**src/rtl/regfile_wb_queue.sv**
```systemverilog
// Write-back queue owning the register file's single write port. It buffers ALU and
// load results in order, retires one per cycle, and redirects r15 writes to the PC.
module regfile_wb_queue #(
  parameter int DEPTH  = 4,
  parameter int DATA_W = 32,
  parameter int ADDR_W = 4
) (
  input  logic              clk_i,
  input  logic              rst_ni,
  input  logic              flush_i,
  input  logic              alu_valid_i,
  output logic              alu_ready_o,
  input  logic [ADDR_W-1:0] alu_addr_i,
  input  logic [DATA_W-1:0] alu_data_i,
  input  logic              mem_valid_i,
  output logic              mem_ready_o,
  input  logic [ADDR_W-1:0] mem_addr_i,
  input  logic [DATA_W-1:0] mem_data_i,
  output logic              write_enable_o,
  output logic [ADDR_W-1:0] write_addr_o,
  output logic [DATA_W-1:0] write_data_o,
  output logic              pc_load_o,
  output logic [DATA_W-1:0] pc_data_o,
  output logic [15:0]       pending_o,
  output logic              full_o,
  output logic              empty_o
);

  localparam int PTR_W = (DEPTH > 1) ? $clog2(DEPTH) : 1;
  localparam int CNT_W = PTR_W + 1;
  localparam logic [ADDR_W-1:0] PC_ADDR = ADDR_W'(15);

  logic [ADDR_W-1:0] addr_q [DEPTH];
  logic [DATA_W-1:0] data_q [DEPTH];
  logic [DEPTH-1:0]  valid_q;

  logic [PTR_W-1:0] wr_ptr_q, wr_ptr_d;
  logic [PTR_W-1:0] rd_ptr_q, rd_ptr_d;
  logic [PTR_W-1:0] mem_slot;
  logic [CNT_W-1:0] count_q, count_d;
  logic [CNT_W-1:0] free;

  logic alu_acc, mem_acc, pop;
  logic [ADDR_W-1:0] head_addr;
  logic [DATA_W-1:0] head_data;
  logic head_is_pc;

  // Ready looks only at the registered count, so a pop in the same cycle gives no credit.
  assign free        = CNT_W'(DEPTH) - count_q;
  assign alu_ready_o = (free != '0);
  assign mem_ready_o = (free >= CNT_W'(2)) || ((free != '0) && !alu_valid_i);

  assign alu_acc = alu_valid_i && alu_ready_o && !flush_i;
  assign mem_acc = mem_valid_i && mem_ready_o && !flush_i;
  assign pop     = (count_q != '0);

  assign empty_o = (count_q == '0);
  assign full_o  = (count_q == CNT_W'(DEPTH));

  always_comb begin
    // NOTE: every always_comb output gets a default first so no path can infer a latch.
    mem_slot = wr_ptr_q + PTR_W'(alu_acc);
    wr_ptr_d = wr_ptr_q + PTR_W'(alu_acc) + PTR_W'(mem_acc);
    rd_ptr_d = rd_ptr_q + PTR_W'(pop);
    count_d  = count_q + CNT_W'(alu_acc) + CNT_W'(mem_acc) - CNT_W'(pop);
    if (flush_i) begin
      wr_ptr_d = '0;
      rd_ptr_d = '0;
      count_d  = '0;
    end
  end

  // NOTE: sequential state uses non-blocking assignments so every flop samples pre-edge values.
  always_ff @(posedge clk_i or negedge rst_ni) begin
    if (!rst_ni) begin
      wr_ptr_q <= '0;
      rd_ptr_q <= '0;
      count_q  <= '0;
      valid_q  <= '0;
    end else begin
      wr_ptr_q <= wr_ptr_d;
      rd_ptr_q <= rd_ptr_d;
      count_q  <= count_d;
      if (flush_i) begin
        valid_q <= '0;
      end else begin
        if (pop)     valid_q[rd_ptr_q] <= 1'b0;
        if (alu_acc) valid_q[wr_ptr_q] <= 1'b1;
        if (mem_acc) valid_q[mem_slot] <= 1'b1;
      end
    end
  end

  // NOTE: payload storage has no reset; valid_q and the count qualify every read of it.
  always_ff @(posedge clk_i) begin
    if (alu_acc) begin
      addr_q[wr_ptr_q] <= alu_addr_i;
      data_q[wr_ptr_q] <= alu_data_i;
    end
    if (mem_acc) begin
      addr_q[mem_slot] <= mem_addr_i;
      data_q[mem_slot] <= mem_data_i;
    end
  end

  // Head is retired every non-empty cycle; outputs are zeroed when idle so nothing stale leaks out.
  assign head_addr  = addr_q[rd_ptr_q];
  assign head_data  = data_q[rd_ptr_q];
  assign head_is_pc = (head_addr == PC_ADDR);

  assign write_enable_o = pop && !head_is_pc;
  assign write_addr_o   = write_enable_o ? head_addr : '0;
  assign write_data_o   = write_enable_o ? head_data : '0;
  assign pc_load_o      = pop && head_is_pc;
  assign pc_data_o      = pc_load_o ? head_data : '0;

  always_comb begin
    pending_o = '0;
    for (int i = 0; i < DEPTH; i++) begin
      if (valid_q[i]) pending_o[addr_q[i]] = 1'b1;
    end
  end

  a_count_in_range: assert property (@(posedge clk_i) disable iff (!rst_ni)
    count_d <= CNT_W'(DEPTH));
  a_accept_fits: assert property (@(posedge clk_i) disable iff (!rst_ni)
    (CNT_W'(alu_acc) + CNT_W'(mem_acc)) <= free);
  a_no_pop_when_empty: assert property (@(posedge clk_i) disable iff (!rst_ni)
    (count_q == '0) |-> (count_d <= CNT_W'(2)));

endmodule

```
**config.mk**
```make
export PLATFORM = sky130hd
export DESIGN_NAME = regfile_wb_queue
export DESIGN_NICKNAME = d
export VERILOG_FILES = /design/src/rtl/regfile_wb_queue.sv
export SDC_FILE = /design/constraint.sdc
export NUM_CORES = 1
export LEC_CHECK = 0
export CORE_ASPECT_RATIO = 0.6
export CORE_MARGIN = 2
export CORE_UTILIZATION = 35
export CTS_BUF_LIST = sky130_fd_sc_hd__clkbuf_4 sky130_fd_sc_hd__clkbuf_8
export DETAILED_ROUTE_END_ITERATION = 6
export SLEW_MARGIN = 0
export SYNTH_ARGS = -nofsm -noshare
export SYNTH_HDL_FRONTEND = slang
export SYNTH_SLANG_ARGS = --single-unit
```
**constraint.sdc**
```tcl
create_clock -name clk_i -period 3.46 [get_ports clk_i]
set_input_delay 0.346 -clock clk_i [delete_from_list [all_inputs] [get_ports clk_i]]
set_output_delay 0.346 -clock clk_i [all_outputs]
set_load 0.01 [all_outputs]
```
# Word level (Yosys, flattened, before mapping)
# Memories as Yosys holds them, arrays and structs flattened.
# Cells that the tools add are included.
[totals]
regBits = 11
mem_bits_rw = 144
out_inout_bits = 90
word_cells = 92
memories = 2
[op_classes]
mux = 34
reduce_logical = 21
magnitude_cmp = 15
eq_ne = 2
addsub = 7
bitwise_logic = 7
[mem_list]
columns = ["memory", "depth", "width", "rd", "rd_clocked_by_memory_dff", "write_ports", "line", "rtl"]
rows = [
  ["data_q", 4, 32, 1, 0, 2, "34", "logic [DATA_W-1:0] data_q [DEPTH];"],
  ["addr_q", 4, 4, 5, 0, 2, "33", "logic [ADDR_W-1:0] addr_q [DEPTH];"],
]
[ops]
columns = ["cell", "count"]
rows = [
  ["two-way mux 16 bit", 4],
  ["two-way mux 32 bit", 2],
  ["bitwise OR 16 bit", 3],
  ["two-way mux 4 bit", 7],
  ["< comparator 4 x 5 -> 1 bit (second input constant)", 4],
  ["demux 1 bit (select 4 bit)", 4],
  ["greater-or-equal comparator 4 x 1 -> 1 bit (second input constant)", 4],
  ["logical AND 1 bit", 14],
  ["two-way mux 1 bit", 11],
  ["< comparator 2 x 3 -> 1 bit (second input constant)", 3],
  ["bitwise OR 4 bit", 2],
  ["adder 2 x 1 -> 2 bit", 3],
  ["adder 3 x 1 -> 3 bit", 2],
  ["demux 1 bit (select 2 bit)", 3],
  ["greater-or-equal comparator 2 x 1 -> 1 bit (second input constant)", 3],
  ["nonzero test 3 bit", 2],
  ["AND 4 bit", 1],
  ["equality test 4 bit (second input constant)", 1],
  ["two-way mux 2 bit", 2],
  ["NOT 4 bit", 1],
  ["equality test 3 bit (second input constant)", 1],
  ["greater-or-equal comparator 3 x 2 -> 1 bit (second input constant)", 1],
  ["zero test 1 bit", 3],
  ["zero test 3 bit", 1],
  ["4 further kinds", 4],
]

# Depth between registers and ports, before layout
# Gate-level depths: netlist (run 1).
[depth]
word_depth = 14
mapped_depth = 11
mapped_depth_nobuf = 11

# Worst setup path before layout (run 1)
# Ideal clock, no wire load.
[synth_timing]
kind = "flip-flop to flip-flop"
startpoint = "reg count_q[1]"
endpoint = "mem addr_q[0][0], enable pin"
path_stages_with_launch = 12
setup_ps = 394
synth_period_minus_slack_ps = 3652
setup_slack_ps = -192
required_time_ps = 3066
arrival_time_ps = 3258
n_path_buf = 2
path_cell_list = "dfrtp_1 > inv_1 > ha_1 > ha_1 > or3b_2 > inv_1 > ha_1 > nor3b_1 > o211ai_1 > buf_4 > buf_4 > nand2_1"
[synth_rtl]
columns = ["item", "line", "rtl"]
rows = [
  ["start, declared", "40", "logic [CNT_W-1:0] count_q, count_d;"],
  ["start signal, assigned", "83", "count_q <= count_d;"],
  ["end, declared", "33", ""],
]

# Worst setup path in the final report (run 1)
[layout_timing]
startpoint = "reg count_q[0]"
endpoint = "out pc_data_o[1]"
[layout_between]
elab_chain_len = 3
[layout_rtl]
columns = ["item", "line", "rtl"]
rows = [
  ["nonzero test 3 bit", "55", "assign pop = (count_q != '0);"],
  ["logical AND 1 bit", "114", "assign pc_load_o = pop && head_is_pc;"],
  ["two-way mux 32 bit", "115", "assign pc_data_o = pc_load_o ? head_data : '0;"],
  ["end, declared", "23", "output logic [DATA_W-1:0] pc_data_o,"],
]
# No other way between the ends.

==> results of run 1 <==
[logic make-up (layout without fill, tap and decap cells)]
| logic type | after synthesis | in the layout |
|---|---|---|
| AO/OA/AOI/OAI | 50 | 52 |
| XOR/XNOR | 6 | 6 |
| adder cells (fa/ha/maj) | 10 | 10 |
| buffers and inverters | 50 | 237 |
| flip-flops | 155 | 155 |
| multiplexers | 185 | 185 |
| other | 0 | 2 |
| AND/OR/NAND/NOR | 135 | 135 |
[routing by layer]
| metal | up-vias | part of all wire [%] | track usage [%] |
|---|---|---|---|
| met5 | - | 0.17 | 0 |
| met4 | 2 | 1.1 | 3.838 |
| met3 | 21 | 5.7 | 4.179 |
| met2 | 227 | 44 | 30.19 |
| met1 | 3137 | 49 | 29.84 |
| li1 | 2728 | - | - |
[registers in the layout (all words and copies together) (netlist names)]
name	cells
data_q	128
count_q	3
valid_q	4
rd_ptr_q	2
wr_ptr_q	2
addr_q	16
[stage by stage]
stage	worst slack (ns)	util (%)	hold WS, ns	std cells	total power, mW
2_1_floorplan	0.1551	-	0.05041	591	4.883
4_1_cts	0.01081	45.57	0.2491	1104	8.096
6_report	0.1322	46.04	0.2489	1111	8.149
5_1_grt	-0.009220	46.04	0.2589	1111	8.569
3_5_place_dp	0.05879	43.86	0.6307	1071	6.596
3_3_place_gp	0.2564	43.86	0.6288	1071	6.524
[power breakdown]
| part | internal (mW) | switching (mW) |
|---|---|---|
| logic | 2.05 | 2.10 |
| registers | 2.44 | 0.163 |
| clock network | 0.657 | 0.748 |
| total | 5.14 | 3.01 |
[what timing repair did]
action                                 4_1_cts  5_1_grt
gates cloned                                 1        1
buffers inserted                             0        4
endpoints found under the hold margin        0        0
resized for setup                            5       18
pin swaps                                    0        2
setup endpoints to repair                   34      177
[layout make-up]
cell class	instances	area [µm²]
antenna	2	5.005
clock buffer	17	234.0
clock inverter	15	163.9
fill	2215	13550
inverter	9	33.78
multi-input combinational	388	4076
sequential	155	4606
tap	329	411.6
timing repair buffer	196	2031
[Yosys cell counts, types with 5 or more instances]
cell type	count	area [µm²]
a22oi_1	12	90.09
a31oi_1	7	43.79
and2_1	33	206.5
and3b_1	7	61.31
buf_2	14	70.07
buf_4	13	97.59
buf_6	8	90.09
clkbuf_1	6	22.52
dfrtp_1	11	275.3
edfxtp_1	144	4324
ha_1	8	100.1
inv_1	9	33.78
mux2_2	145	1633
mux4_2	36	810.8
nand2_1	16	60.06
nand2b_1	5	31.28
nand3_1	5	25.02
nand3b_1	5	37.54
nor2_1	10	37.54
nor2b_1	9	56.30
nor4b_1	32	280.3
o211ai_1	12	90.09
o221ai_1	8	70.07
[worst paths after layout]
kind	start	slack [ns]	endpoint
max	count_q[0]	0.13	pc_data_o[1]
min	rst_ni	0.25	count_q[2]
max reg2reg	count_q[0]	0.18	data_q[3][29]
min reg2reg	valid_q[0]	0.65	valid_q[0]
max in group asynchronous	rst_ni	2.78	rd_ptr_q[0]
min in group clk_i	valid_q[0]	0.65	valid_q[0]
[layout by cell type (no fill, tap or decap), types with 8 or more instances in the layout]
master           count
a22oi_1             12
mux4_2              36
and2_1              33
buf_4               20
nand2_1             12
dfrtp_1              8
edfxtp_1           144
o221ai_1             8
clkdlybuf4s50_1    155
nor2_1               9
o211ai_1            12
mux2_2             145
buf_12               9
nor4b_1             29
clkbuf_8            17
nor2b_1              9
dlymetal6s2s_1      11
inv_1                9
==> reports/results.txt, run 1 <==
status - completed
delay-heaviest family, CP - buffers and inverters
multiplexer share of the synthesized area - 28.01%
Setup TNS Final - 0 ns
Rows - 45
number of H-tree levels - 4
CP required - 3.11 ns
DRC Markers - 0
clock root buffer - clkbuf_8
Placer Congestion - 0.8311
Crit Path Max Fanout - 5
peak supply drop - 0.3337 mV
CP Capture Type - output pin
post-route ant nets - 0
die area - 26,720 µm²
Synth Area in Compound Gates - 4.562%
CP Depth - 7
total congestion overflow - 0
YS warnings - 0
1st-iter DRT viols - 599
Max clock buf depth - 2
average cell area after synthesis - 15.04 µm²
number of buffers created by CTS - 17
Post-synth ARST share - 7.097%
critical path's slowest cell - clkdlybuf4s50_1
Hold Buf Count CTS - 0
Vias/cell - 5.504
Worst-path clk slew - 0.10 ns
final wirelength - 26,780 µm
Clk Latency, worst-skew pair - 0.45 ns
Synth Instances - 591
Core ar. - 25,110 µm²
vias in the first global route - 6,381
dpl cell area - 11,010 µm²
Setup CP Type - flop to output pin
CTS tree - done
Setup-failing EPs final - 0
routed len/inst - 24.10 µm
Register-to-Register Path Depth - 10
Final Slew Violations - 0
post-synthesis simple-gate area fraction - 9.969%
clk sinks - 155
hpwl dp - 17,870 µm
overall routing resource usage - 19.99%
Synthesized Nets - 678
critical path, cell by cell - inv_1 -> ha_1 -> ha_2 -> nand2b_4 -> a2bb2oi_4 -> nor4b_1 -> clkdlybuf4s50_1
Die X-Extent - 209.7 µm
clock skew - 0.01631 ns
Synth cell types - 41
hold crit path type - primary input to asynchronous set/reset pin
Post-synth EDFFs - 144
fin crit period - 3.328 ns
Synth Flop Type - edfxtp_1
XOR/XNOR share of the synthesized area - 0.5914%
initial core utilization - 35.39%
share of the clock period used by the worst path after layout - 96.18%
Post-Syn Area - 8886 µm²
pin count of the biggest net entering global routing - 37
share of layout cells above drive strength 1 - 33.85%
final net count - 854
Die Height - 127.4 µm
Final Cell Area - 11,560 µm²
max_cap viols - 0
number of synthesized register bits - 155
Worst-Margin Slew - 0.8860 ns
Arrival @ worst endpoint - 2.98 ns
total power divided by cell area - 704.9 nW/µm²
total iterations of the first detailed-routing run - 5
antenna violations before repair - 2
sequential cell area fraction in the yosys report - 51.76%
Top-Level Pins - 167
first-pass GRT wire length - 39,750 µm
type of origin of the critical path - flop
leakage - 3.996 nW
Area growth syn-to-layout - 30.10%
largest family of logic cells by synthesized area - multiplexers
WP buf/inv - 2
Max Fclk - 300.5 MHz
delay of the slowest critical-path stage - 0.63 ns
post-synthesis adder-cell area fraction - 1.577%
Slew headroom - 39.24%
Hold Vio Cnt, Final - 0
Vias - 6,115
port bufs - 166
Power figures use the tool's default switching activity.
==> run 2: changes to the inputs <==
ABC_AREA = 1   (was default)
==> run 2 against run 1 <==
  * Clock power up 9%
  * Area after synthesis about the same
  * Critical endpoint is now pc_data_o[24]
  * Critical path depth up 1
  * Flip-flop and latch count unchanged
  * Register-to-register slack better by 0.31 ns
  * Global-route usage up 0.53 points
  * Sequential power about the same
  * Die area about the same
  * Via count up 25%
==> reports/results.txt, run 2 <==
Vias - 7,669
Final Power - 7.978 mW
r2r endpoint - data_q[0][22]
Clk Latency, worst-skew pair - 0.46 ns
total congestion overflow - 0
Die X-Extent - 209.8 µm
initial core utilization - 35.41%
Post-synth EDFFs - 144
Die Height - 127.5 µm
Worst-path clk slew - 0.09 ns
max reg flops - 128
1st-iter DRT viols - 648
dpl cell area - 10,930 µm²
Worst Setup EP - pc_data_o[24]
routed len/inst - 18.11 µm
WP buf/inv - 4
internal power - 4.745 mW
number of H-tree levels - 4
most common cell after layout, fill and taps aside - nand2_1
Synth Instances - 1,013
post-synth top area cell - edfxtp_1
Clk network pwr share - 19.1%
Final Slew Violations - 0
max_cap viols - 0
antenna violations before repair - 0
Vias/cell - 5.079
Hold Vio Cnt, Final - 0
reg-to-reg setup timing slack - 0.49 ns
number of buffers created by CTS - 17
Post-synth ARST share - 7.097%
Slew headroom - 40.74%
sw power - 3.233 mW
share of layout cells above drive strength 1 - 13.72%
peak supply drop - 0.3300 mV
fin cells - 1,510
reg-to-reg startpoint - count_q[1]
Register-to-Register Path Depth - 14
number of synthesized register bits - 155
Biggest register - data_q
leakage - 4.533 nW
Fillers - 2,407
Placer Congestion - 0.9129
hold crit path type - primary input to asynchronous set/reset pin
Final WS setup - 0.1620 ns
Arrival @ worst endpoint - 2.95 ns
average cell area after synthesis - 8.777 µm²
total iterations of the first detailed-routing run - 5
delay of the slowest critical-path stage - 0.50 ns
Hold Slack - 0.2351 ns
Util after Layout - 45.45%
DRC Markers - 0
CP required - 3.11 ns
critical path, cell by cell - inv_1 -> ha_1 -> ha_1 -> clkinvlp_4 -> nand3_4 -> buf_4 -> nor2_2 -> clkdlybuf4s50_1
top cells by count, synth - nand2_1 (247), edfxtp_1 (144), o21ai_0 (124)
Synth Flop Type - edfxtp_1
Setup CP Type - flop to output pin
dpl ws - 0.4347 ns
YS warnings - 0
Synth cell types - 38
pin count of the biggest net entering global routing - 73
overall routing resource usage - 20.53%
Core ar. - 25,110 µm²
CP Capture Type - output pin
CP startpoint - count_q[1]
Synth top area share - 48.63%
most common cell in the netlist - nand2_1
Setup TNS Final - 0 ns
final wirelength - 27,350 µm
Largest regs - data_q: 128 flops, addr_q: 16 flops, valid_q: 4 flops
Hold Buf Count CTS - 0
final net count - 1,255
delay-heaviest family, CP - buffers and inverters
Sequential Power Share - 32.7%
hpwl dp - 18,790 µm
CP Depth - 8
Synthesized Nets - 1,100
first-pass GRT wire length - 41,860 µm
most frequent cells in the layout - nand2_1 (246), clkdlybuf4s50_1 (166), edfxtp_1 (144)
RSZ-0062 raised after global routing - false
Setup-failing EPs final - 0
post-route ant nets - 0
largest cells by area after synthesis - edfxtp_1 (49%), nand2_1 (10%), o21ai_0 (7.0%)
Area growth syn-to-layout - 28.37%
die area - 26,740 µm²
Rows - 45
Top-Level Pins - 167
Ant. Diodes - 0
status - completed
fin crit period - 3.298 ns
clk sinks - 155
critical path's slowest cell - clkdlybuf4s50_1
port bufs - 166
Inst Count DP - 1,474
Comb power frac - 48.2%
clock skew - 0.01029 ns
type of origin of the critical path - flop
Worst-Margin Slew - 0.8855 ns
clock root buffer - clkbuf_8
total power divided by cell area - 699.0 nW/µm²
Post-Syn Area - 8891 µm²
Max clock buf depth - 2
share of the clock period used by the worst path after layout - 95.32%
sequential cell area fraction in the yosys report - 51.73%
CTS tree - done
vias in the first global route - 7,146
Max Fclk - 303.2 MHz
Final Cell Area - 11,410 µm²
most used cell, CP - ha_1
Crit Path Max Fanout - 12
switching share of power - 40.52%
## run 2: routing by layer
layer	part of all wire (%)	track usage, %	vias to the layer above	wire, µm
li1	-	-	3749	-
met1	50	31.91	3534	13640
met2	41	28.90	363	11180
met3	8.5	4.695	23	2317
met4	0.80	3.963	0	220
met5	0	0	-	0
## run 2: what timing repair did
action	in CTS	in global routing
pin swaps	0	2
setup buffers	0	3
cloned	0	1
gates resized for setup	1	1
setup endpoints to repair	20	33
## run 2: logic make-up (layout without fill, tap and decap cells)
group           count (synthesis)  after routing  synth area share, %
xor+xnor                        2              2               0.1971
compound gates                241            241                15.61
buf+inv                       155            322                7.881
fa+ha+maj                      10             10                1.576
flops                         155            155                51.73
simple gates                  450            451                23.01
## run 2: worst reg2reg max path, delay by kind of cell (launching register included)
kind | cells | cell delay, ns
adder cells (fa/ha/maj) | 3 | 0.58
buffers and inverters | 5 | 0.83
flip-flops | 1 | 0.44
AO/OA/AOI/OAI | 1 | 0.21
AND/OR/NAND/NOR | 5 | 0.64
## run 2: layout make-up
| cell class | instances | area [µm²] | share of cell area, % |
|---|---|---|---|
| flip-flops and latches | 155 | 4601 | 40.31 |
| multi-input cells | 704 | 3650 | 31.98 |
| repair buffers | 192 | 1944 | 17.04 |
| well taps | 329 | 411.6 | 3.607 |
| inverters | 98 | 371.6 | 3.256 |
| clock buffers | 18 | 241.5 | 2.116 |
| clock inverters | 14 | 193.9 | 1.699 |
## run 2: worst min path at each step
stage          slack [ns]  cells past startpoint        from         end
6_report             0.24                      1      rst_ni  valid_q[2]
5_1_grt              0.25                      1      rst_ni  valid_q[2]
4_1_cts              0.24                      1      rst_ni  valid_q[2]
3_5_place_dp         0.68                      3  count_q[0]  count_q[0]
3_3_place_gp         0.68                      3  count_q[0]  count_q[0]
2_1_floorplan        0.05                      0      rst_ni  count_q[0]
## run 2: power by group through the flow
stage / logic (mW) / registers (mW) / clock network [mW]
6_report: 3.84 / 2.61 / 1.53
3_5_place_dp: 3.79 / 2.65 / 0
5_1_grt: 4.21 / 2.64 / 1.63
3_3_place_gp: 3.77 / 2.64 / 0
4_1_cts: 3.81 / 2.61 / 1.55
2_1_floorplan: 2.35 / 2.60 / 0
==> run 3: changes to the inputs <==
ABC_AREA = default   (was 1)
ABC_CLOCK_PERIOD_IN_PS = 3460   (was default)
==> results of run 3 <==
Final layout, timing and power as in run 1 (identical DEF).
